$ cat src/rtl/usr_seq_ctrl.sv
// usr_seq_ctrl: command sequencer for a universal shift register (usr).
// Takes one command per valid/ready handshake, then drives the usr control pins:
// parallel load, N shift (or wait) cycles, then capture of usr_y into o_result.
// Optional build macro USR_SEQ_ROTATE_EN: in SHIFT the serial fill is taken from
// usr_y (rotate) instead of the latched cmd_fill bit.
module usr_seq_ctrl #(
  parameter int unsigned WIDTH = 4,
  parameter int unsigned CNT_W = 3
) (
  input  logic             i_clk,
  input  logic             i_rst,
  input  logic             i_cmd_valid,
  output logic             o_cmd_ready,
  input  logic [1:0]       i_cmd_op,
  input  logic [WIDTH-1:0] i_cmd_data,
  input  logic [CNT_W-1:0] i_cmd_cnt,
  input  logic             i_cmd_fill,
  input  logic             i_abort,
  output logic [1:0]       o_usr_sel,
  output logic [WIDTH-1:0] o_usr_in,
  input  logic [WIDTH-1:0] i_usr_y,
  output logic             o_busy,
  output logic             o_done,
  output logic [WIDTH-1:0] o_result
);

  typedef enum logic [1:0] {StIdle, StLoad, StShift, StCapt} state_e;

  localparam logic [1:0] OpWait  = 2'b00;
  localparam logic [1:0] OpRight = 2'b01;
  localparam logic [1:0] OpLeft  = 2'b10;
  localparam logic [1:0] OpLoad  = 2'b11;

  state_e           r_state;
  logic [1:0]       r_op;
  logic [WIDTH-1:0] r_data;
  logic [CNT_W-1:0] r_cnt;
  logic             r_done;
  logic [WIDTH-1:0] r_result;
  logic             w_fill;

`ifndef USR_SEQ_ROTATE_EN
  logic             r_fill;

  // Latched fill bit for logical shift with fill.
  always_ff @(posedge i_clk) begin
    if (!i_rst) begin
      r_fill <= 1'b0;
    end else if (r_state == StIdle && i_cmd_valid && !i_abort) begin
      r_fill <= i_cmd_fill;
    end
  end
`endif

  // Command FSM: accept, load, shift/wait count, capture; abort returns to idle silently.
  always_ff @(posedge i_clk) begin
    if (!i_rst) begin
      r_state  <= StIdle;
      r_op     <= OpWait;
      r_data   <= '0;
      r_cnt    <= '0;
      r_done   <= 1'b0;
      r_result <= '0;
    end else begin
      r_done <= 1'b0;
      if (r_state == StIdle) begin
        // abort alongside valid blocks acceptance
        if (i_cmd_valid && !i_abort) begin
          r_op   <= i_cmd_op;
          r_data <= i_cmd_data;
          r_cnt  <= i_cmd_cnt;
          if (i_cmd_op != OpWait) begin
            r_state <= StLoad;
          end else if (i_cmd_cnt != '0) begin
            r_state <= StShift;
          end else begin
            r_state <= StCapt;
          end
        end
      end else if (i_abort) begin
        r_state <= StIdle;
      end else begin
        unique case (r_state)
          StLoad: begin
            if (r_cnt != '0 && r_op != OpLoad) begin
              r_state <= StShift;
            end else begin
              r_state <= StCapt;
            end
          end
          StShift: begin
            // saturating decrement; leave on the cycle the count reads 1
            if (r_cnt != '0) begin
              r_cnt <= r_cnt - CNT_W'(1);
            end
            if (r_cnt <= CNT_W'(1)) begin
              r_state <= StCapt;
            end
          end
          StCapt: begin
            r_result <= i_usr_y;
            r_done   <= 1'b1;
            r_state  <= StIdle;
          end
          default: r_state <= StIdle;
        endcase
      end
    end
  end

  // Serial fill source: rotate taps usr_y, otherwise the latched command bit.
  always_comb begin
    w_fill = 1'b0;
`ifdef USR_SEQ_ROTATE_EN
    if (r_op == OpLeft) begin
      w_fill = i_usr_y[WIDTH-1];
    end else begin
      w_fill = i_usr_y[0];
    end
`else
    w_fill = r_fill;
`endif
  end

  // usr control decode from registered state; fill replicated so either serial tap sees it.
  always_comb begin
    o_usr_sel = 2'b00;
    o_usr_in  = '0;
    unique case (r_state)
      StLoad: begin
        o_usr_sel = 2'b11;
        o_usr_in  = r_data;
      end
      StShift: begin
        if (r_op == OpRight) begin
          o_usr_sel = 2'b01;
        end else if (r_op == OpLeft) begin
          o_usr_sel = 2'b10;
        end else begin
          o_usr_sel = 2'b00;
        end
        o_usr_in = {WIDTH{w_fill}};
      end
      default: begin
        o_usr_sel = 2'b00;
        o_usr_in  = '0;
      end
    endcase
  end

  assign o_cmd_ready = (r_state == StIdle);
  assign o_busy      = (r_state != StIdle);
  assign o_done      = r_done;
  assign o_result    = r_result;

endmodule
$ cat config.mk
export PLATFORM = sky130hd
export DESIGN_NAME = usr_seq_ctrl
export DESIGN_NICKNAME = d
export VERILOG_FILES = /design/src/rtl/usr_seq_ctrl.sv
export SDC_FILE = /design/constraint.sdc
export NUM_CORES = 1
export LEC_CHECK = 0
export CAP_MARGIN = 0
export CORE_MARGIN = 10
export CORE_UTILIZATION = 45
export DETAILED_ROUTE_END_ITERATION = 8
export PLACE_DENSITY_LB_ADDON = 0.3
export SYNTH_ARGS = -nofsm -noshare
export SYNTH_HDL_FRONTEND = slang
export SYNTH_SLANG_ARGS = --single-unit
export TNS_END_PERCENT = 10
$ cat constraint.sdc
create_clock -name i_clk -period 1.55 [get_ports i_clk]
set_input_delay 0.3875 -clock i_clk [delete_from_list [all_inputs] [get_ports i_clk]]
set_output_delay 0.3875 -clock i_clk [all_outputs]
set_load 0.01 [all_outputs]
==> results of run 1 <==
## worst paths after layout
| path | start | end | slack [ns] | cells after the start |
|---|---|---|---|---|
| max | r_state[0]$_SDFFE_PN0P_ | o_usr_sel[1] | -0.17 | 5 |
| min | o_result[1]$_SDFFE_PN0P_ | o_result[1]$_SDFFE_PN0P_ | 0.46 | 2 |
| max reg2reg | r_state[0]$_SDFFE_PN0P_ | r_state[1]$_SDFFE_PN0P_ | -0.13 | 8 |
| min reg2reg | o_result[1]$_SDFFE_PN0P_ | o_result[1]$_SDFFE_PN0P_ | 0.46 | 2 |
## cell usage in the layout, fill, tap and decap left out, types with 7 or more instances in the layout
cell             count
dfxtp_1             15
clkdlybuf4s50_1     18
nor2_1              14
buf_2                7
a21oi_1              7
mux2i_1              7
nand2_1             14
buf_4               16
## cells by family after synthesis
kind of cell / after synthesis
compound gates: 27
fa+ha+maj: 7
buf+inv: 9
flops: 17
mux: 7
simple gates: 44
## per-stage QoR
stage	setup TNS, ns	instance area, um2
2_1_floorplan	0	962
5_1_grt	-1.56	1500
3_5_place_dp	-3.68	1400
3_3_place_gp	-2.95	1400
6_report	-0.997	1500
4_1_cts	-0.885	1470
## state kept, by name, summed over array words and instances (netlist names)
signal,cells
r_data,4
r_cnt,3
o_result,4
r_fill,1
o_done,1
r_op,2
r_state,2
## power by group through the flow
stage	combinational [mW]	clock, mW	sequential (mW)
after floorplan	0.602	0	0.544
after global placement	0.978	0	0.539
after detailed placement	1.01	0	0.545
after CTS	1.10	0.242	0.557
after global routing	1.26	0.261	0.565
final	1.16	0.237	0.558
## layer usage
metal,up-vias,wire length (um)
met4,0,32
met2,29,1480
met5,-,0
li1,485,-
met1,442,1110
met3,2,166
## critical path, cell delays in order (launching register included)
cell and delay [ns]:
dfxtp_4 0.37, inv_4 0.05, ha_4 0.17, and3b_1 0.16
o21a_1 0.16, buf_2 0.13
## cell type report
class	count	area, um2	area share
Clock buffer	3	22.5	0.0151
Tap cell	27	33.8	0.0226
Clock inverter	1	5.00	0.00334
Sequential cell	17	348	0.232
Multi-Input combinational cell	85	649	0.434
Inverter	6	27.5	0.0184
Timing Repair Buffer	48	410	0.274
## repair_timing
action / 4_1_cts / 5_1_grt
pin swaps: 3 / 1
buffers inserted: 2 / 1
gates resized for setup: 57 / 6
setup endpoints to repair: 17 / 12
==> metrics.md, run 1 <==
| Metric | Value |
|---|---|
| Status | `finished, violations left` |
| Failing checks | `negative setup slack` |
| GRT met2 Usage | `0.239` |
| Sink Count | `17` |
| Met1 GRT Util | `0.128` |
| Synth Cell Area | `962 um2` |
| Count leader, synth | `dfxtp_1` |
| Peak VDD IR | `0.926 mV` |
| Placer congestion estimate | `0.904` |
| GRT overflow | `0` |
| Busiest grt layer | `met2` |
| Max Clock Skew | `0.00210 ns` |
| Unrepaired setup endpoints after global routing | `true` |
| Drt pass-1 iters | `4` |
| Switching power | `0.761 mW` |
| Fmax achieved | `approximately 580 MHz` |
| Fillers | `164` |
| Final nets | `roughly 190` |
| Cell Rows | `16` |
| Leakage | `~0.66 nW` |
| Max cap viols | `0` |
| Startpoint Class | `flip-flop` |
| Yosys top cell area share | `0.354` |
| Boundary pin count | `31` |
| H-tree levels | `1` |
| XOR/XNOR share of the synthesized area | `0` |
| Die Wd | `66.2 um` |
| Logic pwr share | `0.594` |
| Compound-Gate Fraction of Synth Area | `0.222` |
| EDFF count, synth | `0` |
| Post-synth top flop | `dfxtp_1` |
| Clock Power Share | `0.121` |
| Hold_buf cts | `0` |
| Layout Cells excl Fill | `187` |
| Share of flip-flops with an asynchronous set or reset | `0` |
| Seq cells post-synth | `17` |
| Final Total Pwr | `1.96 mW` |
| Sw Ratio | `0.388` |
| Vias in the first global route | `1044` |
| Inserted Clock Buffers | `3` |
| Part of the power in registers | `0.285` |
| Mux cell area share after synthesis | `0.0728` |
| Post-place setup slack | `-0.416 ns` |
| Worst min-delay path category | `flip-flop to flip-flop` |
| Synth Area in Adders | `0.0910` |
| Yosys Warn Count | `0` |
| Initial Utilization | `0.481` |
| Fin crit period | `around 1.7 ns` |
| Setup CP Type | `flip-flop to primary output` |
| Area of the core | `0.00200 mm2` |
| HPWL after DPL | `2.04 mm` |
| Yosys cell types | `33` |
| Commonest cells post-synth | `dfxtp_1, nand2_1, nor2_1` |
| WHS | `between 0.4 and 0.5 ns` |
| Pint | `1.20 mW` |
| Drt drc | `0` |
| Initial antenna violation count | `0` |
| # setup viols final | `9` |
| CP Data Required Time | `about 1.2 ns` |
| Syn Inst Count | `around 110` |
| Slew headroom | `0.813` |
| Routed vias/inst | `5.12` |
| Largest family of logic cells by synthesized area | `compound AO/OA/AOI/OAI gates` |
| Mean Syn Cell Area | `8.67 um2` |
| Layout area overhead | `55.5%` |
| Vias | `about 960` |
| Final ANT Viol Nets | `0` |
| Cell Pwr Density | `1310 mW/mm2` |
| Clk pin slew, worst setup/hold paths | `0.10 ns` |
| DR iter-0 viols | `25` |
| Clock tree buffer depth | `2` |
| Crit Path Max Fanout | `4` |
| GR Util met3 | `0.0305` |
| Post-Syn Nets | `between 100 and 150` |
| Critical path arrival | `1.33 ns` |
| Layout cell share with drive strength beyond 1 | `0.325` |
| Avg WL per Cell | `14.9 um` |
| CTS Root Cell | `clkbuf_4` |
| Util after Layout | `0.748` |
| Synth area leaders | `dfxtp_1, ha_1, mux2i_1` |
| Sequential-to-total area share from yosys stat | `0.354` |
| Synth Area in Simple Gates | `0.217` |
| Share of the clock period used by the worst path | `1.11` |
| Dpl cells | `180` |
| Largest net degree at the start of global routing | `14` |
| Port Buffers | `30` |
| First-pass GRT wire length | `4.57 mm` |
| Largest area contributor in the netlist | `dfxtp_1` |
| N_diodes | `0` |
| Final Max Slew Viols | `0` |
| Gr usage total | `0.128` |
| Final worst slack | `-0.166 ns` |
| Slew @ Worst Pin | `approximately 0.28 ns` |
| Final wirelength | `2.78 mm` |
| Die Height | `66.2 um` |
| Die Area | `around 0.0044 mm2` |
| CTS tree | `built` |
| CP Capture Type | `primary output` |
| Hold Vio Cnt, Final | `0` |
| Worst-skew pair later-pin latency | `between 0.2 and 0.3 ns` |
Note: power is estimated with default switching activity, not from simulation.
==> inputs of run 2 (changes only) <==
--- a/config.mk
+++ b/config.mk
@@ -5,6 +5,7 @@
 export SDC_FILE = /design/constraint.sdc
 export NUM_CORES = 1
 export LEC_CHECK = 0
+export ABC_AREA = 1
 export CAP_MARGIN = 0
 export CORE_MARGIN = 10
 export CORE_UTILIZATION = 45
==> metrics.md, run 2 <==
| Metric | Value |
|---|---|
| Max cap viols | `0 (unchanged)` |
| Hold Vio Cnt, Final | `0 (unchanged)` |
| Hold_buf cts | `0 (unchanged)` |
| Share of the clock period used by the worst path | `1.12 (was 1.11)` |
| Drt pass-1 iters | `4 (unchanged)` |
| Crit path from | `r_state[1]$_SDFFE_PN0P_ (was r_state[0]$_SDFFE_PN0P_)` |
| Initial Utilization | `0.485 (was 0.481)` |
| CP Data Required Time | `1.16 ns (about the same)` |
| # setup viols final | `6 (was 9)` |
| Synth area leaders | `dfxtp_1, nand2_1, nor2_1 (was dfxtp_1, ha_1, mux2i_1)` |
| Most common cell after layout, fill and taps aside | `nor2_1 (was clkdlybuf4s50_1)` |
| Final nets | `207 (was 186)` |
| H-tree levels | `1 (unchanged)` |
| Share of flip-flops with an asynchronous set or reset | `0 (unchanged)` |
| Worst r2r src | `r_state[1]$_SDFFE_PN0P_ (was r_state[0]$_SDFFE_PN0P_)` |
| Commonest cells post-synth | `nand2_1, nor2_1, dfxtp_1, o21ai_0, inv_1 (was dfxtp_1, nand2_1, nor2_1)` |
| Final Max Slew Viols | `0 (unchanged)` |
| Post-Syn Nets | `163 (was 136)` |
| Final worst slack | `-0.179 ns (was -0.166 ns)` |
| Die Area | `0.00442 mm2 (was 0.00439 mm2)` |
| Inserted Clock Buffers | `3 (unchanged)` |
| Largest area contributor in the netlist | `dfxtp_1 (unchanged)` |
| Yosys Warn Count | `0 (unchanged)` |
| Failing checks | `negative setup slack (unchanged)` |
| Port Buffers | `30 (unchanged)` |
| Drt drc | `0 (unchanged)` |
| Vias in the first global route | `1014 (was 1044)` |
| Fmax achieved | `578 MHz (was 583 MHz)` |
| Commonest cells after routing, fill and taps aside | `nor2_1, nand2_1, clkdlybuf4s50_1 (was clkdlybuf4s50_1, buf_4, dfxtp_1)` |
| CP Capture Type | `primary output (unchanged)` |
| Vias | `1045 (was 958)` |
| Seq cells post-synth | `17 (unchanged)` |
| Syn Inst Count | `138 (was 111)` |
| Crit Path Max Fanout | `6 (was 4)` |
| N_diodes | `0 (unchanged)` |
| Layout Cells excl Fill | `208 (was 187)` |
| Yosys cell types | `19 (was 33)` |
| Cell Pwr Density | `962 mW/mm2 (was 1310 mW/mm2)` |
| GRT overflow | `0 (unchanged)` |
| First-pass GRT wire length | `4.55 mm (was 4.57 mm)` |
| Setup CP Type | `flip-flop to primary output (unchanged)` |
| Area of the core | `0.00200 mm2 (unchanged)` |
| Final Total Pwr | `1.38 mW (was 1.96 mW)` |
| Worst min-delay path category | `flip-flop to flip-flop (unchanged)` |
| Critical path arrival | `1.34 ns (was 1.33 ns)` |
| Clk pin slew, worst setup/hold paths | `0.10 ns (about the same)` |
| Mean Syn Cell Area | `7.04 um2 (was 8.67 um2)` |
| Yosys top cell area share | `0.351 (was 0.354)` |
| Die Wd | `66.5 um (was 66.2 um)` |
| Fin crit period | `1.73 ns (was 1.72 ns)` |
| Final wirelength | `2.89 mm (was 2.78 mm)` |
| Layout cell share with drive strength beyond 1 | `0.282 (was 0.325)` |
| Peak VDD IR | `0.746 mV (was 0.926 mV)` |
| DR iter-0 viols | `66 (was 25)` |
| Worst-skew pair later-pin latency | `0.29 ns (was 0.28 ns)` |
| Routed vias/inst | `5.02 (was 5.12)` |
| CTS tree | `built (unchanged)` |
| Slew @ Worst Pin | `0.184 ns (was 0.280 ns)` |
| HPWL after DPL | `2.06 mm (was 2.04 mm)` |
| Dpl cells | `201 (was 180)` |
| Gr usage total | `0.129 (was 0.128)` |
| Max Clock Skew | `0.00196 ns (was 0.00210 ns)` |
| Unrepaired setup endpoints after global routing | `true (unchanged)` |
| Status | `finished, violations left (unchanged)` |
| Synth Cell Area | `971 um2 (was 962 um2)` |
| Slew headroom | `0.876 (was 0.813)` |
| Hold path startpoint | `o_result[3]$_SDFFE_PN0P_ (was o_result[1]$_SDFFE_PN0P_)` |
| Boundary pin count | `31 (unchanged)` |
| Die Height | `66.5 um (was 66.2 um)` |
| Sink Count | `17 (unchanged)` |
| Sequential-to-total area share from yosys stat | `0.351 (was 0.354)` |
| Post-synth top flop | `dfxtp_1 (unchanged)` |
| CTS Root Cell | `clkbuf_4 (unchanged)` |
| Placer congestion estimate | `0.826 (was 0.904)` |
| EDFF count, synth | `0 (unchanged)` |
| Initial antenna violation count | `0 (unchanged)` |
| Final ANT Viol Nets | `0 (unchanged)` |
| Layout area overhead | `47.4% (was 55.5%)` |
| Clock tree buffer depth | `2 (unchanged)` |
| Startpoint Class | `flip-flop (unchanged)` |
| Largest net degree at the start of global routing | `17 (was 14)` |
| Avg WL per Cell | `13.9 um (was 14.9 um)` |
| WHS | `0.493 ns (was 0.462 ns)` |
| Leakage | `0.649 nW (was 0.658 nW)` |
| Cell Rows | `16 (unchanged)` |
==> run 2: cell types whose count changed after synthesis, sizes merged, moves of 2 or more <==
cell and delta:
o21a -2, a21boi -4, inv +10, a22oi -2
nor2 +11, nand2 +18, nand3 +2, mux2i -7
o31ai -2, a31oi -2, or2 -2, a21oi +5
o21ai +15
==> run 2: worst max-delay path: stages, from the launching register on <==
cell,delay (ns)
dfxtp_4,0.40
inv_4,0.05
ha_4,0.27
inv_4,0.05
a21oi_1,0.11
buf_2,0.16
==> run 2: final timing paths <==
| check | endpoint | cells after the start | slack, ns |
|---|---|---|---|
| worst max-delay path | o_usr_in[0] | 5 | -0.18 |
| worst min-delay path | o_result[3]$_SDFFE_PN0P_ | 2 | 0.49 |
| worst max register to register | r_state[0]$_SDFFE_PN0P_ | 11 | 0.12 |
| worst min register to register | o_result[3]$_SDFFE_PN0P_ | 2 | 0.49 |
==> run 2: stage by stage <==
stage                     TNS [ns]   util  setup WS [ns]  instance area (um2)
after floorplan                  0      -          0.147                  971
after CTS                   -0.719  0.707         -0.133                 1420
after global placement       -2.09  0.674         -0.302                 1350
final                       -0.909  0.715         -0.179                 1430
after detailed placement     -2.88  0.674         -0.417                 1350
after global routing         -1.05  0.715         -0.196                 1430
==> run 2: where the power goes <==
part           internal (mW)  switching (mW)  total (mW)  leakage, nW
Clock                  0.100           0.146       0.246       0.0150
Combinational          0.272           0.342       0.614        0.494
Sequential             0.483          0.0326       0.516        0.140
Total                  0.856           0.521        1.38        0.649
==> run 2: layout make-up <==
cell class | count | area [um2]
clock buffer | 4 | 26.3
fill | 155 | 571
inverter | 16 | 75.1
multi-input combinational | 103 | 608
sequential | 17 | 348
tap | 27 | 33.8
timing repair buffer | 41 | 340
==> run 2: timing repair <==
item,4_1_cts,5_1_grt
setup endpoints to repair,21,7
gates resized for setup,53,8
pin swaps,2,3
setup buffers,3,0
==> run 2: cells by family (layout without fill, tap and decap cells) <==
group           Yosys count  in the layout  share of synthesized area
compound gates           30             30                      0.161
fa+ha+maj                 7              7                     0.0902
buf+inv                  18             61                     0.0850
flops                    17             17                      0.351
simple gates             66             66                      0.313
==> run 2: metal layers <==
| metal | GRT usage | routed length [um] | vias to the layer above | share of wire |
|---|---|---|---|---|
| li1 | - | - | 529 | - |
| met1 | 0.140 | 1120 | 479 | 0.39 |
| met2 | 0.217 | 1510 | 29 | 0.52 |
| met3 | 0.0468 | 200 | 8 | 0.069 |
| met4 | 0.0654 | 61 | 0 | 0.021 |
| met5 | 0 | 0 | - | 0 |
